### src/rtl/up_down_counter_param.sv
// up_down_counter_param: up/down counter over 0..MAX_VAL with clear, load, wrap/saturate and sticky overflow.
// Defining UP_DOWN_COUNTER_PRESCALE_EN adds a prescaler so that a step happens only every PRESCALE enabled cycles.
module up_down_counter_param #(
    parameter int               WIDTH    = 4,
    parameter logic [WIDTH-1:0] MAX_VAL  = {WIDTH{1'b1}},
    parameter int               SATURATE = 0,
    parameter int               PRESCALE = 1
) (
    input  logic             clk,
    input  logic             reset_n,
    input  logic             enable,
    input  logic             up_down,
    input  logic             clr,
    input  logic             load,
    input  logic [WIDTH-1:0] load_val,
    output logic [WIDTH-1:0] count,
    output logic             tc,
    output logic             ovf
);

    if (WIDTH < 1 || WIDTH > 32 || PRESCALE < 1) begin : g_bad_cfg
        $error("up_down_counter_param: WIDTH must be 1..32 and PRESCALE >= 1");
    end

    logic [WIDTH-1:0] count_q, count_d, up_nxt, dn_nxt;
    logic             ovf_q, ovf_d;
    logic             at_top, at_bot, step, presc_tc;

`ifdef UP_DOWN_COUNTER_PRESCALE_EN
    localparam int PW = PRESCALE > 1 ? $clog2(PRESCALE) : 1;
    logic [PW-1:0] presc_q, presc_d;
    assign presc_tc = presc_q == PW'(PRESCALE - 1);
    // clr/load discard any partial prescale interval
    always_comb presc_d = (clr || load) ? '0 : !enable ? presc_q : presc_tc ? '0 : presc_q + PW'(1);
    always_ff @(posedge clk or negedge reset_n) begin
        if (!reset_n) presc_q <= '0;
        else          presc_q <= presc_d;
    end
`else
    assign presc_tc = 1'b1;
`endif

    assign at_top = count_q == MAX_VAL;
    assign at_bot = count_q == '0;
    assign step   = enable && !clr && !load && presc_tc;
    assign up_nxt = at_top ? (SATURATE != 0 ? MAX_VAL : '0) : count_q + WIDTH'(1);
    assign dn_nxt = at_bot ? (SATURATE != 0 ? '0 : MAX_VAL) : count_q - WIDTH'(1);

    always_comb begin
        count_d = clr ? '0 : load ? (load_val > MAX_VAL ? MAX_VAL : load_val) : step ? (up_down ? up_nxt : dn_nxt) : count_q;
        ovf_d   = clr ? 1'b0 : ovf_q | (step & (up_down ? at_top : at_bot));
    end

    always_ff @(posedge clk or negedge reset_n) begin
        if (!reset_n) begin
            count_q <= '0;
            ovf_q   <= 1'b0;
        end else begin
            count_q <= count_d;
            ovf_q   <= ovf_d;
        end
    end

    assign count = count_q;
    assign ovf   = ovf_q;
    assign tc    = enable & ((up_down & at_top) | (~up_down & at_bot));

endmodule

### config.mk
export PLATFORM = sky130hd
export DESIGN_NAME = up_down_counter_param
export DESIGN_NICKNAME = d
export VERILOG_FILES = /design/src/rtl/up_down_counter_param.sv
export SDC_FILE = /design/constraint.sdc
export NUM_CORES = 1
export LEC_CHECK = 0
export ABC_AREA = 1
export CAP_MARGIN = 20
export CORE_AREA = 2 2 39 41
export DETAILED_ROUTE_END_ITERATION = 6
export DIE_AREA = 0 0 41 43
export SKIP_CTS_REPAIR_TIMING = 1
export SLEW_MARGIN = 10
export SYNTH_ARGS = -nofsm -noshare
export SYNTH_HDL_FRONTEND = slang
export SYNTH_SLANG_ARGS = --single-unit
### constraint.sdc
create_clock -name clk -period 1.4 [get_ports clk]
set_input_delay 0.35 -clock clk [delete_from_list [all_inputs] [get_ports clk]]
set_output_delay 0.35 -clock clk [all_outputs]
set_load 0.01 [all_outputs]
==> impl_summary.txt, run 1 <==
----------------------------------------------------
[Clock tree]
  Buffer depth of the longest clock path ... 2
  CTS clock-pin slew for the worst setup and hold paths ... 40 ps
  Clock insertion delay at the later pin of the skew report ... 240 ps
  Count of clock tree sinks ... 5
  TritonCTS Buffers ... 3
  Level count of the clock H-tree ... 1
  Clock tree from TritonCTS ... done
  Buffer type at the clock tree root ... clkbuf_4

[Finish]
  Final design instance area without fill ... 778 µm²
  Nets ... 117
  Synthesis-to-layout area growth ... 74.2%
  Share of post-route cells with drive strength above 1 ... 0.291
  Diodes inserted ... 0
  Non-filler cells, final ... 119
  Filler cell count in the final layout ... 150

[Worst setup path]
  Reg2reg setup slack ... 50 ps
  Critical R2R Launch ... count[0]
  Setup Crit Path Kind ... reg2out
  Critical Path, Cell by Cell ... ha_2 -> nand2_2 -> o21ai_2 -> nand2_2 -> nor2_2 -> buf_2
  Kind of capture point of the worst setup path ... output port
  Worst EP arrival ... 1360 ps
  Crit Reg-Reg Endpoint ... count[2]
  Crit-path most repeated cell ... nand2_2
  Critical path required time ... 1050 ps
  Max FO, Critical Path ... 4
  Crit path max-delay cell type ... dfrtp_1
  Worst path max stage delay ... 390 ps
  Startpoint class of the critical path ... flip-flop
  Logic depth of the worst register-to-register path ... 8

[Synthesis]
  #FFs+latches synth ... 5
  Number of warnings printed during yosys synthesis ... 0
  Count of unique library cells instantiated by Yosys ... 19
  Synth cell count leaders ... nand2_1, inv_1, nand3_1
  Synthesized net count ... 81
  Portion of the post-synthesis area used by sequential elements ... 0.280
  Post-synth top area cell ... dfrtp_1
  Post-synth ARST share ... 1.00
  Ys flop type ... dfrtp_1
  Proportion of netlist area held by the largest area contributor ... 0.280
  Mean instance size in the synthesized netlist ... 6.57 µm²
  Mapped cell area ... 447 µm²
  Post-Synthesis Cells ... 68
  Number of enable flip-flop cells after synthesis ... 0
  Most repeated cell in the gate-level netlist after synthesis ... nand2_1
  Largest cells by area after synthesis ... dfrtp_1, nand2_1, inv_1

[GRT]
  Overall track demand over capacity in global routing ... 0.164
  Antenna violations before repair ... 0
  Wire length of the first global-routing pass ... 1930 µm
  Pin count of the biggest net entering global routing ... 6
  Residual overflow from global routing ... 0
  Via count of the first global-routing pass ... 516

[Detailed routing]
  Overall routed net length ... 1240 µm
  Via/cell ratio ... 4.45
  Detail Route Antenna Nets ... 0
  Vias ... 530
  1st-iter DRT viols ... 10
  Pre-antenna DRT Iters ... 4
  Average wire length per cell after detail routing ... 10.4 µm
  DRC Markers ... 0

[Die]
  Die Area ... 1760 µm²
  Height of the die ... 43 µm
  Number of placement rows ... 14
  Standard cell core area ... 1380 µm²
  Count of pins on the block boundary ... 16
  Initial Utilization ... 0.323
  Chip width ... 41 µm

[Power and ir drop]
  Leakage power total ... 0.483 nW
  Tot Pwr ... 0.561 mW
  Worst IR drop on VDD ... 0.671 mV
  P per Cell Area ... 721 nW/µm²

[Flow run]
  Number of max-cap violations ... 0

[Worst hold path]
  Worst hold path type ... in2async

[STA]
  Worst max-slew margin expressed relative to the limit ... 0.854
  Upper clock frequency limit ... 0.584 GHz
  Post-layout worst setup margin ... -312 ps
  Setup skew after layout ... 0.682 ps
  Setup repair after global routing missed its margin ... true
  Transition time of the tightest slew-check pin ... 218 ps
  Ratio of final minimum period to clock period ... 1.22
  Number of slew-limit violations in the final report ... 0
  Count of endpoints failing hold in the final timing report ... 0
  Setup violation total in the final timing report ... 1
  Fin crit period ... 1710 ps

[Placement]
  DP Wirelength ... 977 µm
  Routability-driven placement congestion ratio ... 0.776
  Buffers on Ports ... 15
  Total instance count after detailed placement ... 113
  Post-detailed-placement cell area ... 722 µm²
  Worst setup timing slack at the placement stage ... -672 ps

[Run status]
  Status ... complete, but fails checks
  Violated checks ... negative setup slack

----------------------------------------------------
[flip-flops by register name (all words and copies together), names as in the netlist]
name	cells
count	4
ovf	1
[cells in the final DEF, fill, tap and decap left out, drive strengths merged]
cell / instances
nand2: 22
buf: 18
inv: 12
clkdlybuf4s50: 9
nand3: 7
nor2: 6
dlymetal6s2s: 5
dfrtp: 5
clkbuf: 4
o21ai: 4
a21oi: 3
ha: 3
o21a: 1
o22ai: 1
o211ai: 1
nand4: 1
xor2: 1
[metrics by stage]
stage / hold WS (ps) / util / TNS (ps)
floorplan: 54.4 / - / 0
global placement: 486 / 0.522 / -792
detailed placement: 486 / 0.522 / -831
CTS: 325 / 0.541 / -1810
global route: 331 / 0.562 / -481
finish: 328 / 0.562 / -312
[worst max-delay path, delay by kind of cell, from the launching register on]
family	cells	cell delay, ps
fa+ha+maj	1	210
simple gates	3	240
flops	1	390
compound gates	1	160
buf+inv	1	130
[worst max-delay path by stage]
stage               startpoint  end  cells past startpoint
CTS                   count[0]   tc                      6
floorplan             count[0]   tc                      6
finish                count[0]   tc                      6
detailed placement     up_down   tc                      6
global placement       up_down   tc                      6
global route          count[0]   tc                      6
[final cells by class]
| cell class | count | area, µm² | share of cell area |
|---|---|---|---|
| clock buffers | 4 | 26.3 | 0.0338 |
| inverters | 12 | 45.0 | 0.0579 |
| flip-flops and latches | 5 | 126 | 0.162 |
| multi-input cells | 50 | 275 | 0.354 |
| well taps | 16 | 20.0 | 0.0257 |
| repair buffers | 32 | 285 | 0.367 |
[per-layer routing]
layer	up-vias	global-route usage	part of all wire
li1	286	-	-
met1	226	0.170	0.38
met2	18	0.297	0.56
met3	0	0.0628	0.057
met4	0	0.0200	0
met5	-	0	0
[logic make-up after synthesis]
logic type      count (synthesis)  synth area share
compound gates                 10             0.134
buf+inv                        13             0.126
simple gates                   36             0.356
xor+xnor                        1            0.0196
flops                           5             0.280
fa+ha+maj                       3            0.0840
[power breakdown]
group	switching (mW)	internal [mW]	leakage, nW
logic	0.106	0.123	0.404
clock network	0.0552	0.107	0.0150
registers	0.0128	0.157	0.0644
total	0.174	0.387	0.483
(Power assumes the default switching activity.)
==> run 2, diff against run 1 <==
--- a/config.mk
+++ b/config.mk
@@ -6,10 +6,12 @@
 export NUM_CORES = 1
 export LEC_CHECK = 0
 export ABC_AREA = 1
+export ABC_CLOCK_PERIOD_IN_PS = 1400
 export CAP_MARGIN = 20
 export CORE_AREA = 2 2 39 41
 export DETAILED_ROUTE_END_ITERATION = 6
 export DIE_AREA = 0 0 41 43
+export RECOVER_POWER = 50
 export SKIP_CTS_REPAIR_TIMING = 1
 export SLEW_MARGIN = 10
 export SYNTH_ARGS = -nofsm -noshare
==> run 2 against run 1 <==
Net effect:
- the flow still finishes with violations (negative setup slack)
- register-to-register slack barely moved
- clock power about the same
- via count unchanged
- sequential power about the same
- wire length did not move
- flip-flop and latch count stayed put
- highest routed layer unchanged
==> impl_summary.txt, run 2 (same netlist as run 1, synthesis figures left out) <==
----------------------------------------------------
[Detailed routing]
  DRC Markers ... 0 (unchanged)
  Overall routed net length ... 1240 µm (unchanged)
  Via/cell ratio ... 4.45 (unchanged)
  Average wire length per cell after detail routing ... 10.4 µm (unchanged)
  Pre-antenna DRT Iters ... 4 (unchanged)
  Detail Route Antenna Nets ... 0 (unchanged)
  1st-iter DRT viols ... 10 (unchanged)
  Vias ... 530 (unchanged)

[GRT]
  Residual overflow from global routing ... 0 (unchanged)
  Pin count of the biggest net entering global routing ... 6 (unchanged)
  Via count of the first global-routing pass ... 516 (unchanged)
  Antenna violations before repair ... 0 (unchanged)
  Overall track demand over capacity in global routing ... 0.164 (unchanged)
  Wire length of the first global-routing pass ... 1930 µm (unchanged)

[Clock tree]
  Level count of the clock H-tree ... 1 (unchanged)
  TritonCTS Buffers ... 3 (unchanged)
  Count of clock tree sinks ... 5 (unchanged)
  CTS clock-pin slew for the worst setup and hold paths ... 40 ps (about the same)
  Buffer type at the clock tree root ... clkbuf_4
  Buffer depth of the longest clock path ... 2 (unchanged)
  Clock tree from TritonCTS ... done
  Clock insertion delay at the later pin of the skew report ... 240 ps (about the same)

[Die]
  Count of pins on the block boundary ... 16 (unchanged)
  Chip width ... 41 µm (unchanged)
  Number of placement rows ... 14 (unchanged)
  Standard cell core area ... 1380 µm² (unchanged)
  Height of the die ... 43 µm (unchanged)
  Die Area ... 1760 µm² (unchanged)
  Initial Utilization ... 0.323 (unchanged)

[Finish]
  Share of post-route cells with drive strength above 1 ... 0.291 (unchanged)
  Diodes inserted ... 0 (unchanged)
  Nets ... 117 (unchanged)
  Synthesis-to-layout area growth ... 74.2% (unchanged)
  Leading cell type in the layout, fill and taps excluded ... nand2_1
  Filler cell count in the final layout ... 150 (unchanged)
  Utilization after layout ... 0.562 (unchanged)
  Commonest cells after routing, fill and taps aside ... nand2_1, buf_4, inv_1
  Largest register FFs ... 4 (unchanged)

[Power and ir drop]
  P per Cell Area ... 720 nW/µm² (-0.17%)
  Clk pwr share ... 0.290 (about the same)
  Reported net switching power ... 0.174 mW (about the same)
  Switching share of power ... 0.310 (+0.000505)
  Comb pwr share ... 0.407 (about the same)
  Leakage power total ... 0.484 nW (+0.11%)
  Worst IR drop on VDD ... 0.671 mV (about the same)
  Seq pwr share ... 0.303 (about the same)
  Pint ... 0.386 mW (-0.25%)

[STA]
  Count of endpoints failing hold in the final timing report ... 0 (unchanged)
  Fin crit period ... 1710 ps (-0.0280 ps)
  Upper clock frequency limit ... 0.584 GHz (about the same)
  Setup repair after global routing missed its margin ... true
  Post-layout worst setup margin ... -312 ps (+0.0280 ps)
  Transition time of the tightest slew-check pin ... 223 ps (+5.46 ps)
  Ratio of final minimum period to clock period ... 1.22 (about the same)
  Setup violation total in the final timing report ... 1 (unchanged)
  Setup skew after layout ... 0.641 ps (-0.0417 ps)
  Setup total negative slack ... -312 ps (+0.0280 ps)
  Number of slew-limit violations in the final report ... 0 (unchanged)
  Worst max-slew margin expressed relative to the limit ... 0.851 (-0.00368)

[Run status]
  Status ... complete, but fails checks
  Violated checks ... negative setup slack

[Worst hold path]
  Worst hold path type ... in2async

[Placement]
  Buffers on Ports ... 15 (unchanged)
  Routability-driven placement congestion ratio ... 0.776 (unchanged)
  DP Wirelength ... 977 µm (unchanged)
  Worst setup timing slack at the placement stage ... -672 ps (unchanged)

[Worst setup path]
  Worst EP arrival ... 1360 ps (about the same)
  Kind of capture point of the worst setup path ... output port
  Max FO, Critical Path ... 4 (unchanged)
  Startpoint class of the critical path ... flip-flop
  Critical path required time ... 1050 ps (about the same)
  Setup Crit Path Kind ... reg2out

[Flow run]
  Number of max-cap violations ... 0 (unchanged)

----------------------------------------------------
run 2: cell count changes in the layout (fill, tap and decap cells not counted), sizes merged:
cell           previous run  this run
clkdlybuf4s50             9         7
dlygate4sd3               0         2
dlymetal6s2s              5         4
dlymetal6s4s              0         1
run 2: path summary, 6_finish.rpt:
kind / startpoint / endpoint / slack (ps) / cells past startpoint
worst max-delay path: count[0] / tc / -310 / 6
worst min-delay path: reset_n / count[2] / 400 / 1
worst max register to register: count[0] / count[2] / 50 / 8
worst min register to register: ovf / ovf / 490 / 1
max in group asynchronous: reset_n / count[1] / 800 / 1
min in group clk: ovf / ovf / 490 / 1
run 2: layout make-up:
cell class / count / area [µm²] / share of cell area
sequential: 5 / 126 / 0.162
inverter: 12 / 45.0 / 0.0579
timing repair buffer: 32 / 285 / 0.367
tap: 16 / 20.0 / 0.0257
clock buffer: 4 / 26.3 / 0.0338
multi-input combinational: 50 / 275 / 0.354
run 2: power groups by stage:
stage               Sequential, mW  Combinational (mW)  Clock [mW]
floorplan                    0.178              0.0967           0
detailed placement           0.171               0.223           0
global placement             0.171               0.222           0
global route                 0.171               0.254       0.184
CTS                          0.169               0.224       0.170
finish                       0.170               0.228       0.163
run 2: critical path: stages (launching register included):
cell,delay (ps)
dfrtp_1,390
ha_2,210
nand2_2,70
o21ai_2,160
nand2_2,90
nor2_2,80
buf_2,130
run 2: per-layer routing:
layer,share of wire,up-vias,GRT usage
met2,0.56,18,0.297
met1,0.38,226,0.170
met3,0.057,0,0.0628
met4,0,0,0.0200
met5,0,-,0
li1,-,286,-
run 2: per-stage QoR:
| step | area (µm²) | total power, mW | hold WS, ps | cells |
|---|---|---|---|---|
| final | 778 | 0.560 | 399 | 119 |
| after global routing | 778 | 0.609 | 401 | 119 |
| after global placement | 722 | 0.393 | 486 | 113 |
| after detailed placement | 722 | 0.394 | 486 | 113 |
| after floorplan | 450 | 0.275 | 54.4 | 68 |
| after CTS | 748 | 0.564 | 325 | 117 |
